File: config.mk
export PLATFORM = sky130hd
export DESIGN_NAME = cache_bus_arbiter
export DESIGN_NICKNAME = d
export VERILOG_FILES = /design/src/rtl/cache_arb_pkg.sv /design/src/rtl/cache_arb_id_fifo.sv /design/src/rtl/cache_bus_arbiter.sv
export SDC_FILE = /design/constraint.sdc
export NUM_CORES = 1
export LEC_CHECK = 0
export BUFFER_PORTS_ARGS = -buffer_cell sky130_fd_sc_hd__buf_4
export CAP_MARGIN = 10
export CORE_AREA = 2 2 121 123
export CTS_CLUSTER_SIZE = 8
export DETAILED_ROUTE_END_ITERATION = 10
export DIE_AREA = 0 0 123 125
export PLACE_DENSITY = 0.48
export SYNTH_ARGS = -nofsm -noshare
export SYNTH_HDL_FRONTEND = slang
export SYNTH_SLANG_ARGS = --single-unit
File: constraint.sdc
create_clock -name clk -period 4.4 [get_ports clk]
set_input_delay 0.44 -clock clk [delete_from_list [all_inputs] [get_ports clk]]
set_output_delay 0.44 -clock clk [all_outputs]
set_load 0.01 [all_outputs]
File: src/rtl/cache_arb_pkg.sv
// Shared types and helpers for the cache bus arbiter.
// Source IDs identify which requester issued a read so the returning data
// can be routed back; bus_cmd_t bundles one Avalon-MM command.
package cache_arb_pkg;

  localparam int ADDR_W = 32;
  localparam int DATA_W = 32;
  localparam int BE_W   = 4;

  typedef logic src_id_t;

  localparam src_id_t SRC_S0 = 1'b0;
  localparam src_id_t SRC_S1 = 1'b1;

  typedef struct packed {
    logic              read;
    logic              write;
    logic [ADDR_W-1:0] address;
    logic [BE_W-1:0]   byte_enable;
    logic [DATA_W-1:0] write_data;
  } bus_cmd_t;

  // Ceiling log2, used to size FIFO pointers and the occupancy counter.
  function automatic int clog2(input int value);
    int result;
    result = 0;
    for (int v = value - 1; v > 0; v = v >> 1) begin
      result = result + 1;
    end
    return result;
  endfunction

endpackage

File: src/rtl/cache_arb_id_fifo.sv
// In-order FIFO of 1-bit source IDs for reads outstanding on the master bus.
// A pop on an empty FIFO is ignored; a push on a full FIFO is accepted only
// when a pop frees a slot in the same cycle.
module cache_arb_id_fifo
  import cache_arb_pkg::*;
#(
  parameter int DEPTH = 4
) (
  input  logic    clk,
  input  logic    rest,
  input  logic    push,
  input  src_id_t push_id,
  input  logic    pop,
  output src_id_t head,
  output logic    full,
  output logic    empty
);

  localparam int PTR_W = (clog2(DEPTH) > 0) ? clog2(DEPTH) : 1;
  localparam int CNT_W = clog2(DEPTH) + 1;
  localparam logic [CNT_W-1:0] CNT_MAX  = CNT_W'(DEPTH);
  localparam logic [PTR_W-1:0] PTR_LAST = PTR_W'(DEPTH - 1);

  src_id_t          mem [DEPTH];
  logic [PTR_W-1:0] wr_ptr;
  logic [PTR_W-1:0] rd_ptr;
  logic [CNT_W-1:0] count;
  logic             pop_en;
  logic             push_en;

  function automatic logic [PTR_W-1:0] next_ptr(input logic [PTR_W-1:0] ptr);
    return (ptr == PTR_LAST) ? '0 : ptr + PTR_W'(1);
  endfunction

  assign full    = (count == CNT_MAX);
  assign empty   = (count == '0);
  assign head    = mem[rd_ptr];
  assign pop_en  = pop & ~empty;
  assign push_en = push & (~full | pop_en);

  // Storage needs no reset: entries are only read while count says they are valid.
  always_ff @(posedge clk) begin
    if (push_en) begin
      mem[wr_ptr] <= push_id;
    end
  end

  // Pointers and occupancy; simultaneous push and pop leaves count unchanged.
  always_ff @(posedge clk or negedge rest) begin
    if (!rest) begin
      wr_ptr <= '0;
      rd_ptr <= '0;
      count  <= '0;
    end else begin
      if (push_en) begin
        wr_ptr <= next_ptr(wr_ptr);
      end
      if (pop_en) begin
        rd_ptr <= next_ptr(rd_ptr);
      end
      if (push_en && !pop_en) begin
        count <= count + CNT_W'(1);
      end else if (!push_en && pop_en) begin
        count <= count - CNT_W'(1);
      end
    end
  end

endmodule

File: src/rtl/cache_bus_arbiter.sv
// Two-to-one Avalon-MM arbiter sharing the cache master bus m0 between the
// instruction side (s0) and data side (s1). Commands pass combinationally
// through the grant mux; a stalled grant is locked until accepted; read
// source IDs are queued so returning data is steered to the issuing port.
// Build option: define CACHE_ARB_RR_EN for round-robin tie breaking,
// otherwise s0 wins every tie.
module cache_bus_arbiter
  import cache_arb_pkg::*;
#(
  parameter int MAX_PENDING = 4
) (
  input  logic              clk,
  input  logic              rest,
  input  logic [ADDR_W-1:0] s0_address,
  input  logic [BE_W-1:0]   s0_byteEnable,
  input  logic              s0_read,
  input  logic              s0_write,
  input  logic [DATA_W-1:0] s0_writeData,
  output logic [DATA_W-1:0] s0_readData,
  output logic              s0_waitRequest,
  output logic              s0_readDataValid,
  input  logic [ADDR_W-1:0] s1_address,
  input  logic [BE_W-1:0]   s1_byteEnable,
  input  logic              s1_read,
  input  logic              s1_write,
  input  logic [DATA_W-1:0] s1_writeData,
  output logic [DATA_W-1:0] s1_readData,
  output logic              s1_waitRequest,
  output logic              s1_readDataValid,
  output logic [ADDR_W-1:0] m0_address,
  output logic [BE_W-1:0]   m0_byteEnable,
  output logic              m0_read,
  output logic              m0_write,
  output logic [DATA_W-1:0] m0_writeData,
  input  logic              m0_waitRequest,
  input  logic              m0_readDataValid,
  input  logic [DATA_W-1:0] m0_readData
);

  bus_cmd_t cmd_s0;
  bus_cmd_t cmd_s1;
  bus_cmd_t cmd_sel;

  logic    fifo_full;
  logic    fifo_empty;
  src_id_t fifo_head;
  logic    pop_fire;
  logic    push_fire;
  logic    read_ok;

  logic    req_s0;
  logic    req_s1;
  logic    elig_s0;
  logic    elig_s1;

  logic    lock_valid;
  src_id_t lock_id;
  src_id_t tie_winner;
  logic    gnt_valid;
  src_id_t gnt_id;
  logic    cmd_active;

  assign cmd_s0 = '{read: s0_read, write: s0_write, address: s0_address,
                    byte_enable: s0_byteEnable, write_data: s0_writeData};
  assign cmd_s1 = '{read: s1_read, write: s1_write, address: s1_address,
                    byte_enable: s1_byteEnable, write_data: s1_writeData};

  // A returning beat pops only if something is outstanding; an unexpected
  // beat is dropped without touching the count.
  assign pop_fire = m0_readDataValid & ~fifo_empty;

  // Reads may go out when there is room, counting a slot freed this cycle.
  assign read_ok = ~fifo_full | pop_fire;

  assign req_s0  = s0_read | s0_write;
  assign req_s1  = s1_read | s1_write;
  assign elig_s0 = s0_write | (s0_read & read_ok);
  assign elig_s1 = s1_write | (s1_read & read_ok);

`ifdef CACHE_ARB_RR_EN
  src_id_t rr_pref;
  logic    cmd_accept;

  assign cmd_accept = cmd_active & ~m0_waitRequest;
  assign tie_winner = rr_pref;

  // Hand preference to the other port once the preferred port gets a command through.
  always_ff @(posedge clk or negedge rest) begin
    if (!rest) begin
      rr_pref <= SRC_S0;
    end else if (cmd_accept && (gnt_id == rr_pref)) begin
      rr_pref <= ~rr_pref;
    end
  end
`else
  assign tie_winner = SRC_S0;
`endif

  // Grant selection: a locked grant sticks, otherwise single requester wins
  // and ties go to the preferred port; nothing is granted during reset.
  always_comb begin
    gnt_valid = 1'b0;
    gnt_id    = SRC_S0;
    if (lock_valid) begin
      gnt_valid = 1'b1;
      gnt_id    = lock_id;
    end else if (elig_s0 && elig_s1) begin
      gnt_valid = 1'b1;
      gnt_id    = tie_winner;
    end else if (elig_s0) begin
      gnt_valid = 1'b1;
      gnt_id    = SRC_S0;
    end else if (elig_s1) begin
      gnt_valid = 1'b1;
      gnt_id    = SRC_S1;
    end
    if (!rest) begin
      gnt_valid = 1'b0;
    end
  end

  // Command mux from the granted port onto m0; idle bus drives zeros.
  always_comb begin
    cmd_sel = '0;
    if (gnt_valid) begin
      cmd_sel = (gnt_id == SRC_S1) ? cmd_s1 : cmd_s0;
    end
  end

  assign m0_read       = cmd_sel.read & read_ok;
  assign m0_write      = cmd_sel.write;
  assign m0_address    = cmd_sel.address;
  assign m0_byteEnable = cmd_sel.byte_enable;
  assign m0_writeData  = cmd_sel.write_data;

  assign cmd_active = m0_read | m0_write;
  assign push_fire  = m0_read & ~m0_waitRequest;

  // The granted port sees the downstream stall; a losing requester is held
  // off; an idle port sees no wait. Reset holds both ports off.
  always_comb begin
    s0_waitRequest = 1'b1;
    s1_waitRequest = 1'b1;
    if (rest) begin
      s0_waitRequest = (gnt_valid && gnt_id == SRC_S0) ? m0_waitRequest : req_s0;
      s1_waitRequest = (gnt_valid && gnt_id == SRC_S1) ? m0_waitRequest : req_s1;
    end
  end

  assign s0_readDataValid = rest & pop_fire & (fifo_head == SRC_S0);
  assign s1_readDataValid = rest & pop_fire & (fifo_head == SRC_S1);
  assign s0_readData      = rest ? m0_readData : '0;
  assign s1_readData      = rest ? m0_readData : '0;

  // Lock follows a stalled command and drops on the cycle it is accepted.
  always_ff @(posedge clk or negedge rest) begin
    if (!rest) begin
      lock_valid <= 1'b0;
      lock_id    <= SRC_S0;
    end else begin
      lock_valid <= cmd_active & m0_waitRequest;
      if (cmd_active && m0_waitRequest) begin
        lock_id <= gnt_id;
      end
    end
  end

  cache_arb_id_fifo #(
    .DEPTH (MAX_PENDING)
  ) u_id_fifo (
    .clk     (clk),
    .rest    (rest),
    .push    (push_fire),
    .push_id (gnt_id),
    .pop     (m0_readDataValid),
    .head    (fifo_head),
    .full    (fifo_full),
    .empty   (fifo_empty)
  );

endmodule

==> run metrics <==
drt drc=0; dominant cell by count in the synthesized netlist=a22o_1; height of the chip=125 um; number of antenna violations at the first check in global routing=0; CTS tree=built; root buffer cell=clkbuf_16; final net count=677; Post-Route WL=10400 um; final total power=1040 uW; # Max-Cap Violations=0; arrival time of data at the critical path endpoint=2.55 ns; Fin Setup TNS=0 ns; Slew Limit Headroom=50.5%; Tmin final=2.99 ns; areal power density over the cells=242 nW/um2; die area=15400 um2; slack of the critical path=1.41 ns; total of flip-flops plus latches after synthesis=13; Synth Warn #=0; worst skew pair latency=0.24 ns; Mapped Nets=408; die width=123 um; first-pass GRT wire length=14500 um; startpoint of the most critical setup path=u_id_fifo.count[0]; Finish-stage setup viols=0; number of nets with antenna violations after detailed routing=0; unrepaired setup endpoints after global routing=no; Setup Fix Bufs, Post-CTS=0; final estimated routing congestion in global placement=0.818; type of the most critical hold path=in2async; CTS resizes=0; Hold Buf Count CTS=0; overall routing resource usage=11.8%; number of max-slew violations in the final report=0; CP startpoint kind=flop; Inserted Clock Buffers=3; Site Rows=44; skew final=0.00546 ns; post-synthesis instance area=1970 um2; vias in the first global route=2731; I/O pin cnt=314; outcome=complete, no violations; biggest area consumer among synthesized cells=a22o_1; number of vias after detailed routing=2856; number of enable-type register cells in the synthesized netlist=4; leading cell types by total area after synthesis=a22o_1 (30%), buf_4 (12%), and2_1 (12%), dfrtp_1 (11%), edfxtp_1 (6.1%); WL/cell=15.3 um; Avg Cell Area, Syn=8.76 um2; proportion of synthesized chip area in sequential cells=17.5%; Crit Path Max Fanout=68; layout-stage area growth over the synthesis result=119%; hold violation count in the final report=0; most used standard cells in the synthesized netlist=a22o_1 (68), and2_1 (37), buf_4 (32); via density per instance=4.22; maximum vdd ir drop=131 uV; number of iterations in the first detailed-routing pass=4; count of H-tree levels built during CTS=1; Leak Pwr=0.00226 uW; share of layout cells above drive strength 1=66.5%; Fmax achieved=335 MHz; area fraction of the dominant cell type after synthesis=30.2%; CORE AREA=14200 um2; count of input and output buffers=313; worst slack at placement=1.57 ns; DP Area=4230 um2; most used flip-flop cell after synthesis=dfrtp_1; fin util=30.3%; number of diodes=0; WS Path Type=reg2out; # clock sinks=13; count of different cell masters after synthesis=34; Cells after Synth=225; CP Capture Type=output port; Worst-Margin Slew=0.743 ns; CTS Buffer Depth=2; startpoint of the worst register-to-register path=lock_valid; clock-pin slew of the registers on the worst-case setup and hold paths=0.05 ns; WP data required=3.96 ns; proportion of register bits with asynchronous set or reset after synthesis=69.2%; number of fill cells=1527; global route total overflow=0; drt initial violations=114; final design area excluding fillers=4310 um2; Initial Util=13.9%; DPL Wire Length=8870 um; crit share post-route=67.9%; maximum number of pins on one net before global-route repair=70
[critical path, stage by stage (launching register included)]
cell and delay, ns:
dfrtp_1 0.45, or4b_4 0.59, a211oi_2 0.36, nor3_2 0.08
buf_4 0.32, a22o_1 0.30, buf_4 0.15
[flip-flops by register name, indices dropped and copies added (netlist names)]
register and cells:
u_id_fifo.mem 4, u_id_fifo.count 3, u_id_fifo.rd_ptr 2, u_id_fifo.wr_ptr 2
lock_id 1, lock_valid 1
[layer usage]
| metal | part of all wire (%) | vias to the layer above | global-route usage, % |
|---|---|---|---|
| li1 | - | 1362 | - |
| met1 | 39 | 1306 | 14.3 |
| met2 | 49 | 176 | 20.9 |
| met3 | 10 | 12 | 2.55 |
| met4 | 1.8 | 0 | 3.07 |
| met5 | 0 | - | 0 |
[placed cells by master, fill, tap and decap left out, drive strengths merged]
cell type	netlist	routed
buf	42	315
a22o	68	68
and2	37	37
dfrtp	9	9
ha	6	6
nor3	6	6
inv	5	5
mux2	5	5
nor2	4	4
edfxtp	4	4
a21oi	4	4
clkbuf	9	4
nand2	3	3
a211oi	3	3
o21ai	3	3
o31ai	2	2
or3	2	2
xor2	2	2
or4b	1	1
a21bo	1	1
nor4b	1	1
o22ai	1	1
o211ai	1	1
mux4	1	1
nor3b	1	1
o32a	1	1
xnor2	1	1
a21o	1	1
fa	1	1
[cell type report]
type	count	area (um2)	area share, %
inverter	5	18.8	0.436
clock buffer	4	78.8	1.83
multi-input combinational	156	1270	29.5
timing repair buffer	315	2360	54.9
tap	184	230	5.34
sequential	13	345	8.01
[worst paths after layout]
| path | to | slack [ns] | depth (start not counted) |
|---|---|---|---|
| max reg2reg | u_id_fifo.count[2] | 1.69 | 9 |
| min | u_id_fifo.count[0] | 0.11 | 1 |
| min reg2reg | u_id_fifo.count[2] | 0.50 | 1 |
| max in group asynchronous | u_id_fifo.wr_ptr[1] | 4.00 | 1 |
| max | m0_address[1] | 1.41 | 6 |
| min in group clk | u_id_fifo.count[2] | 0.50 | 1 |
[report_power, final]
| part | total (uW) | switching [uW] | leakage (uW) | internal (uW) |
|---|---|---|---|---|
| Combinational | 655 | 278 | 0.00208 | 377 |
| Sequential | 214 | 47.1 | 0.000145 | 167 |
| Clock | 174 | 51.9 | 0.0000382 | 122 |
| Total | 1040 | 377 | 0.00226 | 667 |
[kinds of logic (layout without fill, tap and decap cells)]
group | after synthesis | after routing | share of synthesized area (%)
AND/OR/NAND/NOR | 55 | 55 | 16.8
AO/OA/AOI/OAI | 85 | 85 | 36.9
flip-flops | 13 | 13 | 17.5
XOR/XNOR | 3 | 3 | 1.33
multiplexers | 6 | 6 | 4.00
buffers and inverters | 56 | 324 | 18.7
adder cells (fa/ha/maj) | 7 | 7 | 4.82
[through the flow]
stage	hold WS (ns)	std cells
after floorplan	0.144	225
after global placement	0.383	673
after detailed placement	0.390	673
after CTS	0.134	677
after global routing	0.164	677
final	0.114	677
(Power assumes the default switching activity.)
